### config.mk
export PLATFORM = sky130hd
export DESIGN_NAME = pipelined_adder_flat
export DESIGN_NICKNAME = d
export VERILOG_FILES = /design/src/rtl/pipelined_adder_pkg.sv /design/src/rtl/pipelined_adder_if.sv /design/src/rtl/adder_slice.sv /design/src/rtl/pipelined_adder.sv /design/src/flat_wrapper.sv
export SDC_FILE = /design/constraint.sdc
export NUM_CORES = 1
export LEC_CHECK = 0
export ABC_AREA = 1
export CELL_PAD_IN_SITES_DETAIL_PLACEMENT = 1
export CELL_PAD_IN_SITES_GLOBAL_PLACEMENT = 1
export CORE_ASPECT_RATIO = 2
export CORE_UTILIZATION = 45
export DETAILED_ROUTE_END_ITERATION = 6
export PLACE_DENSITY_LB_ADDON = 0.12
export REMOVE_ABC_BUFFERS = 1
export SETUP_SLACK_MARGIN = 0.4
export SYNTH_ARGS = -nofsm -noshare
export SYNTH_HDL_FRONTEND = slang
export SYNTH_SLANG_ARGS = --single-unit
### constraint.sdc
create_clock -name clk -period 11 [get_ports clk]
set_input_delay 2.2 -clock clk [delete_from_list [all_inputs] [get_ports clk]]
set_output_delay 2.2 -clock clk [all_outputs]
set_load 0.02 [all_outputs]
### src/rtl/pipelined_adder_pkg.sv
// Shared definitions for the pipelined adder.
//   ModeWrap / ModeSaturate : values for the SATURATE parameter
//   slice_width()           : bits added per pipeline stage (WIDTH / STAGES)
package pipelined_adder_pkg;

  localparam int unsigned ModeWrap     = 0;
  localparam int unsigned ModeSaturate = 1;

  function automatic int unsigned slice_width(input int unsigned width,
                                              input int unsigned stages);
    return width / stages;
  endfunction

endpackage

### src/rtl/pipelined_adder_if.sv
// Valid/ready operand and result bundle for the pipelined adder.
//   in_valid/in_ready   : operand handshake (a, b, sub)
//   out_valid/out_ready : result handshake (sum, overflow, carry_out)
//   master : producer/consumer side, slave : adder side
interface pipelined_adder_if #(
  parameter int unsigned WIDTH = 32
);
  logic             in_valid;
  logic             in_ready;
  logic [WIDTH-1:0] a;
  logic [WIDTH-1:0] b;
  logic             sub;
  logic             out_valid;
  logic             out_ready;
  logic [WIDTH-1:0] sum;
  logic             overflow;
  logic             carry_out;

  modport master (
    output in_valid, a, b, sub, out_ready,
    input  in_ready, out_valid, sum, overflow, carry_out
  );

  modport slave (
    input  in_valid, a, b, sub, out_ready,
    output in_ready, out_valid, sum, overflow, carry_out
  );
endinterface

### src/rtl/adder_slice.sv
// Combinational Width-bit adder with carry in/out; one instance per pipeline stage.
//   a_i, b_i : slice operands
//   carry_i  : carry from the previous slice
//   sum_o    : slice sum
//   carry_o  : carry out of the slice MSB
module adder_slice #(
  parameter int unsigned Width = 8
) (
  input  logic [Width-1:0] a_i,
  input  logic [Width-1:0] b_i,
  input  logic             carry_i,
  output logic [Width-1:0] sum_o,
  output logic             carry_o
);
  assign {carry_o, sum_o} = {1'b0, a_i} + {1'b0, b_i} + {{Width{1'b0}}, carry_i};
endmodule

### src/rtl/pipelined_adder.sv
// Signed add/subtract split into STAGES carry-chained slices, one slice per cycle.
//   clk   : clock, rising edge
//   reset : asynchronous, active-high; flushes every in-flight result
//   bus   : valid/ready operand input and result output (slave modport)
// Latency is STAGES cycles; the whole pipe stalls together when the result is
// held (out_valid && !out_ready), so in_ready is simply the global advance.
module pipelined_adder
  import pipelined_adder_pkg::*;
#(
  parameter int unsigned WIDTH    = 32,
  parameter int unsigned STAGES   = 4,
  parameter int unsigned SATURATE = ModeWrap
) (
  input  logic             clk,
  input  logic             reset,
  pipelined_adder_if.slave bus
);

  localparam int unsigned SliceW = slice_width(WIDTH, STAGES);
  localparam int unsigned Last   = STAGES - 1;
  localparam logic [WIDTH-1:0] SatMax = {1'b0, {(WIDTH-1){1'b1}}};
  localparam logic [WIDTH-1:0] SatMin = {1'b1, {(WIDTH-1){1'b0}}};

  if (WIDTH % STAGES != 0) begin : g_bad_params
    $error("pipelined_adder: WIDTH must be an integer multiple of STAGES");
  end

  // Stage k inputs (*_st) and registered stage k outputs (*_q).
  // b is carried in its effective (already inverted for subtract) form.
  logic [WIDTH-1:0]  a_st [STAGES];
  logic [WIDTH-1:0]  b_st [STAGES];
  logic [WIDTH-1:0]  s_st [STAGES];
  logic [STAGES-1:0] c_st;
  logic [STAGES-1:0] v_st;

  logic [WIDTH-1:0]  a_q [STAGES];
  logic [WIDTH-1:0]  b_q [STAGES];
  logic [WIDTH-1:0]  s_q [STAGES];
  logic [STAGES-1:0] c_q;
  logic [STAGES-1:0] v_q;

  logic [WIDTH-1:0]  s_d [STAGES];
  logic [SliceW-1:0] slice_sum [STAGES];
  logic [STAGES-1:0] slice_carry;

  logic advance;
  logic a_sign, b_sign, r_sign, ovf;

  assign advance = !v_q[Last] || bus.out_ready;

  always_comb begin
    a_st[0] = bus.a;
    b_st[0] = bus.sub ? ~bus.b : bus.b;
    s_st[0] = '0;
    c_st[0] = bus.sub;
    v_st[0] = bus.in_valid;
    for (int k = 1; k < STAGES; k++) begin
      a_st[k] = a_q[k-1];
      b_st[k] = b_q[k-1];
      s_st[k] = s_q[k-1];
      c_st[k] = c_q[k-1];
      v_st[k] = v_q[k-1];
    end
  end

  for (genvar k = 0; k < STAGES; k++) begin : g_stage
    adder_slice #(
      .Width(SliceW)
    ) u_slice (
      .a_i    (a_st[k][k*SliceW +: SliceW]),
      .b_i    (b_st[k][k*SliceW +: SliceW]),
      .carry_i(c_st[k]),
      .sum_o  (slice_sum[k]),
      .carry_o(slice_carry[k])
    );
  end

  // Lower slices already finished ride along; this stage fills in its own slice.
  always_comb begin
    for (int k = 0; k < STAGES; k++) begin
      s_d[k] = s_st[k];
      s_d[k][k*SliceW +: SliceW] = slice_sum[k];
    end
  end

  always_ff @(posedge clk or posedge reset) begin
    if (reset) begin
      for (int k = 0; k < STAGES; k++) begin
        a_q[k] <= '0;
        b_q[k] <= '0;
        s_q[k] <= '0;
      end
      c_q <= '0;
      v_q <= '0;
    end else if (advance) begin
      for (int k = 0; k < STAGES; k++) begin
        a_q[k] <= a_st[k];
        b_q[k] <= b_st[k];
        s_q[k] <= s_d[k];
      end
      c_q <= slice_carry;
      v_q <= v_st;
    end
  end

  // Signed overflow: operands agree in sign but the raw result does not.
  always_comb begin
    a_sign = a_q[Last][WIDTH-1];
    b_sign = b_q[Last][WIDTH-1];
    r_sign = s_q[Last][WIDTH-1];
    ovf    = (a_sign == b_sign) && (r_sign != a_sign);

    bus.sum = s_q[Last];
    if (SATURATE == ModeSaturate && ovf) begin
      bus.sum = a_sign ? SatMin : SatMax;
    end
    bus.overflow  = ovf;
    bus.carry_out = c_q[Last];
    bus.out_valid = v_q[Last];
    bus.in_ready  = advance;
  end

endmodule

### src/flat_wrapper.sv
// flat-port wrapper written by rule: the top's interface ports become plain ports
module pipelined_adder_flat import pipelined_adder_pkg::*;
#(
  parameter int unsigned WIDTH    = 32,
  parameter int unsigned STAGES   = 4,
  parameter int unsigned SATURATE = ModeWrap
)
  (clk, reset, bus_in_valid, bus_a, bus_b, bus_sub, bus_out_ready, bus_in_ready, bus_out_valid, bus_sum, bus_overflow, bus_carry_out);
  pipelined_adder_if #(.WIDTH(WIDTH)) bus_i ();
  input  logic clk;
  input  logic reset;
  input wire logic [$bits(bus_i.in_valid)-1:0] bus_in_valid;
  input wire logic [$bits(bus_i.a)-1:0] bus_a;
  input wire logic [$bits(bus_i.b)-1:0] bus_b;
  input wire logic [$bits(bus_i.sub)-1:0] bus_sub;
  input wire logic [$bits(bus_i.out_ready)-1:0] bus_out_ready;
  output wire logic [$bits(bus_i.in_ready)-1:0] bus_in_ready;
  output wire logic [$bits(bus_i.out_valid)-1:0] bus_out_valid;
  output wire logic [$bits(bus_i.sum)-1:0] bus_sum;
  output wire logic [$bits(bus_i.overflow)-1:0] bus_overflow;
  output wire logic [$bits(bus_i.carry_out)-1:0] bus_carry_out;
  assign bus_i.in_valid = bus_in_valid;
  assign bus_i.a = bus_a;
  assign bus_i.b = bus_b;
  assign bus_i.sub = bus_sub;
  assign bus_i.out_ready = bus_out_ready;
  assign bus_in_ready = bus_i.in_ready;
  assign bus_out_valid = bus_i.out_valid;
  assign bus_sum = bus_i.sum;
  assign bus_overflow = bus_i.overflow;
  assign bus_carry_out = bus_i.carry_out;
  pipelined_adder #(.WIDTH(WIDTH), .STAGES(STAGES), .SATURATE(SATURATE)) u_core (.clk(clk), .reset(reset), .bus(bus_i));
endmodule
# Word-level counts from Yosys, hierarchy flattened
# Cells that the tools add are included.
[word_totals]
regBits = 344
inputBits = 69
out_inout_bits = 36
[classes]
add_sub_neg = 8
eq_ne = 2
n_mux = 1
bitwise = 1
reduce_logical = 3
[op_table]
columns = ["cell", "n"]
rows = [
  ["$add A8 B8 Y9", 4],
  ["$add A9 B1 Y9", 4],
  ["$mux W32", 1],
  ["$not A32 Y32", 1],
  ["$eq A1 B1 Y1", 1],
  ["$logic_and A1 B1 Y1", 1],
  ["$logic_not A1 Y1", 1],
  ["$logic_or A1 B1 Y1", 1],
  ["$ne A1 B1 Y1", 1],
]

# Depth between registers and ports, before layout
# Gate-level depths: netlist of the first run.
[logic_depth]
ltp_word = 4
depth_mapped = 14
depth_no_buf = 12

# Hierarchy
# From an unflattened synthesis of the first run, not the netlist that was laid out.
[unflattened]
cells_unflattened = 1085
area_unflattened_um2 = 8934.8
[modules_own_cells]
columns = ["mod", "n_inst", "cells_each", "area_each_um2"]
rows = [
  ["pipelined_adder", 1, 849, 7399.6],
  ["adder_slice (u_core.g_stage[1].u_slice ...)", 3, 59, 384.1],
  ["adder_slice (u_core.g_stage[0].u_slice)", 1, 59, 382.9],
]

# Least setup slack after synthesis of the first run
# No wires, ideal clock.
[synth_timing]
path_kind = "input -> output"
startpoint = "in bus_out_ready"
endpoint = "out bus_in_ready"
arrival_ns = 2.733
required_time_ns = 8.800
path_slack_ns = 6.067
stages = 4
n_path_buf = 2
cell_sequence = "nor2_4 inv_2 buf_6 buf_2"
[synth_via]
elab_chain_cells = 1
[synth_lines]
columns = ["element", "line", "source"]
rows = [
  ["from (decl)", "flat_wrapper.sv:16", "input wire logic [$bits(bus_i.out_ready)-1:0] bus_out_ready;"],
  ["$logic_or A1 B1 Y1", "pipelined_adder.sv:49", "assign advance = !v_q[Last] || bus.out_ready;"],
  ["to (decl)", "flat_wrapper.sv:17", "output wire logic [$bits(bus_i.in_ready)-1:0] bus_in_ready;"],
]
# Every way passes these cells.

# Final worst setup path of the first run
# Same ends and word-level chain as after synthesis.

==> run summary, run 1 <==
final wirelength: 18.5 mm
Post-Synth Adder-Cell Area: 5.78%
Die Ht: 196 um
crit path cell chain: clkdlybuf4s50_1 -> nor2_4 -> inv_4 -> clkdlybuf4s50_1
vias in the first global route: 6949
multi-input combinational cell area: 3380 um^2
largest family of logic cells by synthesized area: simple AND/OR/NAND/NOR gates
Fin. Hold Viols: 0
initial antenna violation count: 0
Pleak: 0.00511 uW
post-synthesis cell area: 8490 um^2
DRT iter0 DRCs: 196
Syn Area/Cell: 8.67 um^2
Slew Limit Fails: 0
Die X: 99.1 um
total power: 2920 uW
CTS root buf: clkbuf_16
Initial Util: 46.2%
DRC viols: 0
Pre-Repair DR Iteration Count: 5
cells after synthesis: 979
DR vias/cell: 5.03
Synth Area in Compound Gates: 7.00%
simple-gate share of the synthesized area: 23.1%
largest net degree at the start of global routing: 185
post-synthesis mux area share: 0%
Peak Freq: 152 MHz
Crit Path Class: in -> out
Worst Hold Class: reg -> reg
CP max-delay cell: clkdlybuf4s50_1
startpoint types: input port
arrival time at the worst endpoint: 4.37 ns
clock sinks: 186
CTS buffer count: 17
Final Util: 55.6%
relative slew slack: 32.6%
Total GRT Usage: 21.0%
status: complete, no violations
CP max stage delay: 0.67 ns
Yosys reg bits: 186
Buffers & Inverters on Critical Path: 3
IO Count: 105
Synth-to-Final Area Change: 20.4%
clk_lat worst skew: 0.44 ns
VDD IR max: 0.156 mV
CTS tree: done
Crit path max-delay family: buffers and inverters
Non-Filler Instances: 1291
Ys Warns: 0
max-cap viol count: 0
RD Place Congestion: 0.756
placed cells: 1259
# port buffers: 104
Final period util: 59.8%
largest area contributor in the netlist: dfrtp_1
PD cells: 286 nW/um^2
Layout Nets: 1166
register area share after synthesis: 54.8%
synth unique cells: 25
deepest clock path buffer count: 2
Worst setup EP type: primary output
number of diodes: 0
antenna-violating nets left: 0
CTS Hold Buffers Added: 0
Max Clock Skew: 0.00996 ns
# setup viols final: 0
post-route cell area: 10200 um^2
post-synthesis xor/xnor area fraction: 4.02%
Reg area: 4650 um^2
Post-CTS Resized: 0
die area: 19500 um^2
dpl hpwl: 11.7 mm
# fillers: 2170
setup tns final: 0 ns
post-synth top area share: 54.8%
post-CTS setup repair buffer count: 0
Clock transition at path regs: 0.07 ns
first-pass GRT wire length: 32.3 mm
Remaining Overflow, GRT: 0
Most Frequent Cell on Critical Path: clkdlybuf4s50_1
row count: 70
vias: 6499
Least-Margin Pin Slew: 1.01 ns
wire length per cell: 14.4 um
critical path required time: 8.80 ns
Core Box Area: 18400 um^2
Critical Path Fanout Max: 79
H-tree depth: 4
Area after DPL: 9620 um^2
min cycle time layout: 6.57 ns
top cells by area, synth: dfrtp_1 (55%), nand2_1 (20%), o21ai_0 (4.7%)
share of layout cells above drive strength 1: 4.00%
unrepaired setup endpoints after global routing: false
state kept, by name (all words and copies together) (netlist names):
name,cells
u_core.v_q,4
u_core.b_q,49
u_core.s_d,48
u_core.bus.sum,32
u_core.c_q,4
u_core.a_q,49
per-stage QoR:
stage,setup slack [ns],hold WS (ns)
floorplan,2.86,0.420
global placement,4.36,0.431
detailed placement,4.37,0.445
CTS,4.36,0.463
global route,4.25,0.492
finish,4.43,0.457
tightest hold or removal path: stages, from the launching register on:
cell and delay (ns):
dfrtp_1 0.32, inv_1 0.04, nand2_1 0.06
power by group:
| group | total [uW] | internal (uW) | switching, uW |
|---|---|---|---|
| Sequential | 1160 | 987 | 169 |
| Clock | 638 | 362 | 276 |
| Combinational | 1130 | 461 | 667 |
routing by layer:
layer / vias to the layer above / track usage [%] / part of all wire (%)
met5: - / 0 / 0
met4: 0 / 7.57 / 2.0
met3: 24 / 3.06 / 1.9
met2: 79 / 38.9 / 55
met1: 3181 / 24.3 / 41
li1: 3215 / - / -
path summary, 6_finish.rpt:
path	depth (start not counted)	to	start	slack, ns
min	2	u_core.v_q[3]	u_core.v_q[2]	0.46
max	4	bus_in_ready	bus_out_ready	4.43
max in group asynchronous	3	u_core.bus.sum[18]	reset	7.13
min reg2reg	2	u_core.v_q[3]	u_core.v_q[2]	0.46
max reg2reg	6	u_core.s_d[66]	u_core.v_q[3]	8.57
min in group asynchronous	2	u_core.bus.sum[0]	reset	2.30
cell families (layout without fill, tap and decap cells):
kind of cell | after synthesis | in the layout
XOR/XNOR | 39 | 39
flip-flops | 186 | 186
AO/OA/AOI/OAI | 116 | 116
AND/OR/NAND/NOR | 501 | 501
buffers and inverters | 102 | 198
adder cells (fa/ha/maj) | 35 | 35
final cells by class:
| cell class | count | share of cell area, % |
|---|---|---|
| Tap cell | 216 | 2.64 |
| Sequential cell | 186 | 45.5 |
| Clock buffer | 17 | 4.16 |
| Inverter | 58 | 2.23 |
| Timing Repair Buffer | 108 | 10.5 |
| Clock inverter | 15 | 1.81 |
| Multi-Input combinational cell | 691 | 33.1 |
cell usage after synthesis:
| master | count |
|---|---|
| xor2_1 | 6 |
| or2_2 | 3 |
| o21a_1 | 1 |
| o21ai_1 | 7 |
| buf_4 | 6 |
| nor2_4 | 1 |
| xnor2_1 | 33 |
| nor2_1 | 12 |
| o21ai_0 | 80 |
| nand2_1 | 452 |
| buf_2 | 28 |
| inv_1 | 57 |
| a31oi_1 | 3 |
| ha_1 | 28 |
| a21o_1 | 3 |
| a21oi_1 | 22 |
| fa_1 | 7 |
| inv_2 | 1 |
| clkbuf_4 | 1 |
| nand3_1 | 24 |
| nand4_1 | 1 |
| clkbuf_1 | 8 |
| buf_6 | 1 |
| dfrtp_1 | 186 |
| nand3b_1 | 8 |
cell usage in the layout, fill, tap and decap left out, types with 2 or more instances in the layout:
| master | Yosys | layout |
|---|---|---|
| clkinvlp_4 | 0 | 2 |
| nand2_1 | 452 | 452 |
| inv_6 | 0 | 7 |
| dfrtp_1 | 186 | 186 |
| clkinv_2 | 0 | 2 |
| o21ai_1 | 7 | 7 |
| o21ai_0 | 80 | 80 |
| clkdlybuf4s50_1 | 0 | 103 |
| nor2_1 | 12 | 12 |
| a31oi_1 | 3 | 3 |
| inv_1 | 57 | 56 |
| ha_1 | 28 | 28 |
| buf_4 | 6 | 3 |
| nand3_1 | 24 | 24 |
| xnor2_1 | 33 | 33 |
| nand3b_1 | 8 | 8 |
| a21o_1 | 3 | 3 |
| clkbuf_16 | 0 | 17 |
| a21oi_1 | 22 | 22 |
| fa_1 | 7 | 7 |
| or2_2 | 3 | 3 |
| bufinv_16 | 0 | 3 |
| xor2_1 | 6 | 6 |
Power figures use the tool's default switching activity.
==> run 2: changes to the inputs <==
--- a/config.mk
+++ b/config.mk
@@ -9,7 +9,7 @@
 export CELL_PAD_IN_SITES_DETAIL_PLACEMENT = 1
 export CELL_PAD_IN_SITES_GLOBAL_PLACEMENT = 1
 export CORE_ASPECT_RATIO = 2
-export CORE_UTILIZATION = 45
+export CORE_UTILIZATION = 42
 export DETAILED_ROUTE_END_ITERATION = 6
 export PLACE_DENSITY_LB_ADDON = 0.12
 export REMOVE_ABC_BUFFERS = 1
==> constraint.sdc (replaced) <==
create_clock -name clk -period 6.29 [get_ports clk]
set_input_delay 1.258 -clock clk [delete_from_list [all_inputs] [get_ports clk]]
set_output_delay 1.258 -clock clk [all_outputs]
set_load 0.02 [all_outputs]
==> run summary, run 2 (same netlist as run 1, synthesis figures left out) <==
status: complete, no violations
Reg-to-Reg End: u_core.s_d[18]
Remaining Overflow, GRT: 0 (unchanged)
arrival time at the worst endpoint: 2.96 ns (-1.41 ns)
share of layout cells above drive strength 1: 3.91% (-0.093 points)
Pre-Repair DR Iteration Count: 4 (-1)
CTS Hold Buffers Added: 0 (unchanged)
clk_lat worst skew: 0.43 ns (about the same)
Final Worst Setup Slack: 2.07 ns (-2.36 ns)
# port buffers: 104 (unchanged)
min cycle time layout: 4.22 ns
largest net degree at the start of global routing: 112 (-39%)
IO Count: 105 (unchanged)
crit path cell chain: clkdlybuf4s50_1 -> nor2_4 -> inv_4 -> clkdlybuf4s50_1
# setup viols final: 0 (unchanged)
R2R depth: 7 (+1)
unrepaired setup endpoints after global routing: false
Die Ht: 203 um (+3.5%)
Worst Hold Class: reg -> reg
R2R Path Start: u_core.v_q[3]
die area: 20800 um^2 (+7.0%)
antenna-violating nets left: 0 (unchanged)
dpl hpwl: 12.3 mm (+4.8%)
CP max-delay cell: clkdlybuf4s50_1
Crit path max-delay family: buffers and inverters
wire length per cell: 14.1 um (-2.0%)
Crit Path Class: in -> out
DRT iter0 DRCs: 221 (+13%)
vias: 6467 (-0.49%)
Initial Util: 42.8% (-3.3 points)
# fillers: 2352 (+8.4%)
Max Clock Skew: 0.00727 ns (-0.00269 ns)
setup tns final: 0 ns (unchanged)
Final Util: 51.6% (-4.0 points)
post-CTS setup repair buffer count: 0 (unchanged)
Clock transition at path regs: 0.06 ns (about the same)
met2 Use GR: 36.0% (-2.8 points)
first-pass GRT wire length: 32.2 mm (-0.38%)
met1 Usage GRT: 23.7% (-0.56 points)
M3 GR Usage: 3.58% (+0.52 points)
setup slack, reg-to-reg: 3.56 ns (-5.01 ns)
vias in the first global route: 6753 (-2.8%)
VDD IR max: 0.274 mV (+76%)
Layout Nets: 1168 (+0.17%)
CTS root buf: clkbuf_16
startpoint types: input port
H-tree depth: 4 (unchanged)
DRC viols: 0 (unchanged)
CTS tree: done
Fin. Hold Viols: 0 (unchanged)
hold endpoint: u_core.v_q[3]
max-cap viol count: 0 (unchanged)
post-route cell area: 10200 um^2 (about the same)
critical path required time: 5.03 ns (-3.77 ns)
pre-CTS WS: 2.06 ns (-2.31 ns)
Total GRT Usage: 20.1% (-0.89 points)
Pleak: 0.00509 uW (-0.41%)
worst hold start: u_core.v_q[2]
Buffers & Inverters on Critical Path: 3 (unchanged)
Critical Path Fanout Max: 59 (-25%)
CTS buffer count: 17 (unchanged)
Core Box Area: 19800 um^2 (+7.8%)
Worst Hold Path Cells: 2 (unchanged)
relative slew slack: 31.6% (-0.97 points)
Least-Margin Pin Slew: 1.03 ns (+0.0145 ns)
Area after DPL: 9680 um^2 (+0.62%)
commonest non-fill, non-tap cells in the layout: nand2_1 (452), dfrtp_1 (186), clkdlybuf4s50_1 (103)
row count: 73 (+4.3%)
PD cells: 491 nW/um^2 (+72%)
clock sinks: 186 (unchanged)
GRT Max-Usage Layer: met2
Most Frequent Cell on Critical Path: clkdlybuf4s50_1
Slew Limit Fails: 0 (unchanged)
initial antenna violation count: 0 (unchanged)
number of diodes: 0 (unchanged)
CP max stage delay: 0.71 ns (+0.04 ns)
final wirelength: 18.8 mm (+1.5%)
Die X: 103 um (+3.4%)
deepest clock path buffer count: 2 (unchanged)
Crit path depth: 4 (unchanged)
Peak Freq: 237 MHz
most common cell after layout, fill and taps aside: nand2_1
Post-CTS Resized: 0 (unchanged)
RD Place Congestion: 0.749 (-0.87%)
Final period util: 67.1%
final hold slack: 0.458 ns (+0.000815 ns)
DR vias/cell: 4.84 (-3.9%)
Worst setup EP type: primary output
Synth-to-Final Area Change: 20.5% (about the same)
## run 2: through the flow
step | total power (uW) | std cells
after CTS | 5110 | 1337
after global placement | 3950 | 1307
after detailed placement | 4040 | 1307
after floorplan | 3340 | 935
final | 5020 | 1337
after global routing | 5460 | 1337
## run 2: worst max-delay path by stage
stage	startpoint	end	slack (ns)
final	bus_out_ready	bus_in_ready	2.07
after global routing	bus_out_ready	bus_in_ready	1.98
after CTS	bus_out_ready	bus_in_ready	2.05
after detailed placement	bus_out_ready	bus_in_ready	2.06
after global placement	bus_out_ready	bus_in_ready	2.05
after floorplan	reset	u_core.a_q[104]	-0.03
## run 2: power breakdown
part	leakage [uW]	switching, uW	internal [uW]
Combinational	0.00257	1170	805
Clock	0.000269	457	563
Sequential	0.00225	295	1730
Total	0.00509	1920	3100
## run 2: worst min-delay path: cells and delay by family (launching register included)
kind	cells	cell delay, ns
buffers and inverters	1	0.05
flip-flops	1	0.32
AND/OR/NAND/NOR	1	0.06
## run 2: layout make-up
class | instances | area [um^2] | area share, %
repair buffers | 110 | 1080 | 10.6
clock buffers | 20 | 457 | 4.47
clock inverters | 10 | 95.1 | 0.930
well taps | 262 | 328 | 3.21
multi-input cells | 691 | 3380 | 33.1
inverters | 58 | 228 | 2.23
flip-flops and latches | 186 | 4650 | 45.5
## run 2: layer usage
metal	wire [um]	vias up	part of all wire (%)
met3	414	18	2.2
met4	282	0	1.5
li1	-	3215	-
met1	7760	3151	41
met5	0	-	0
met2	10300	83	55
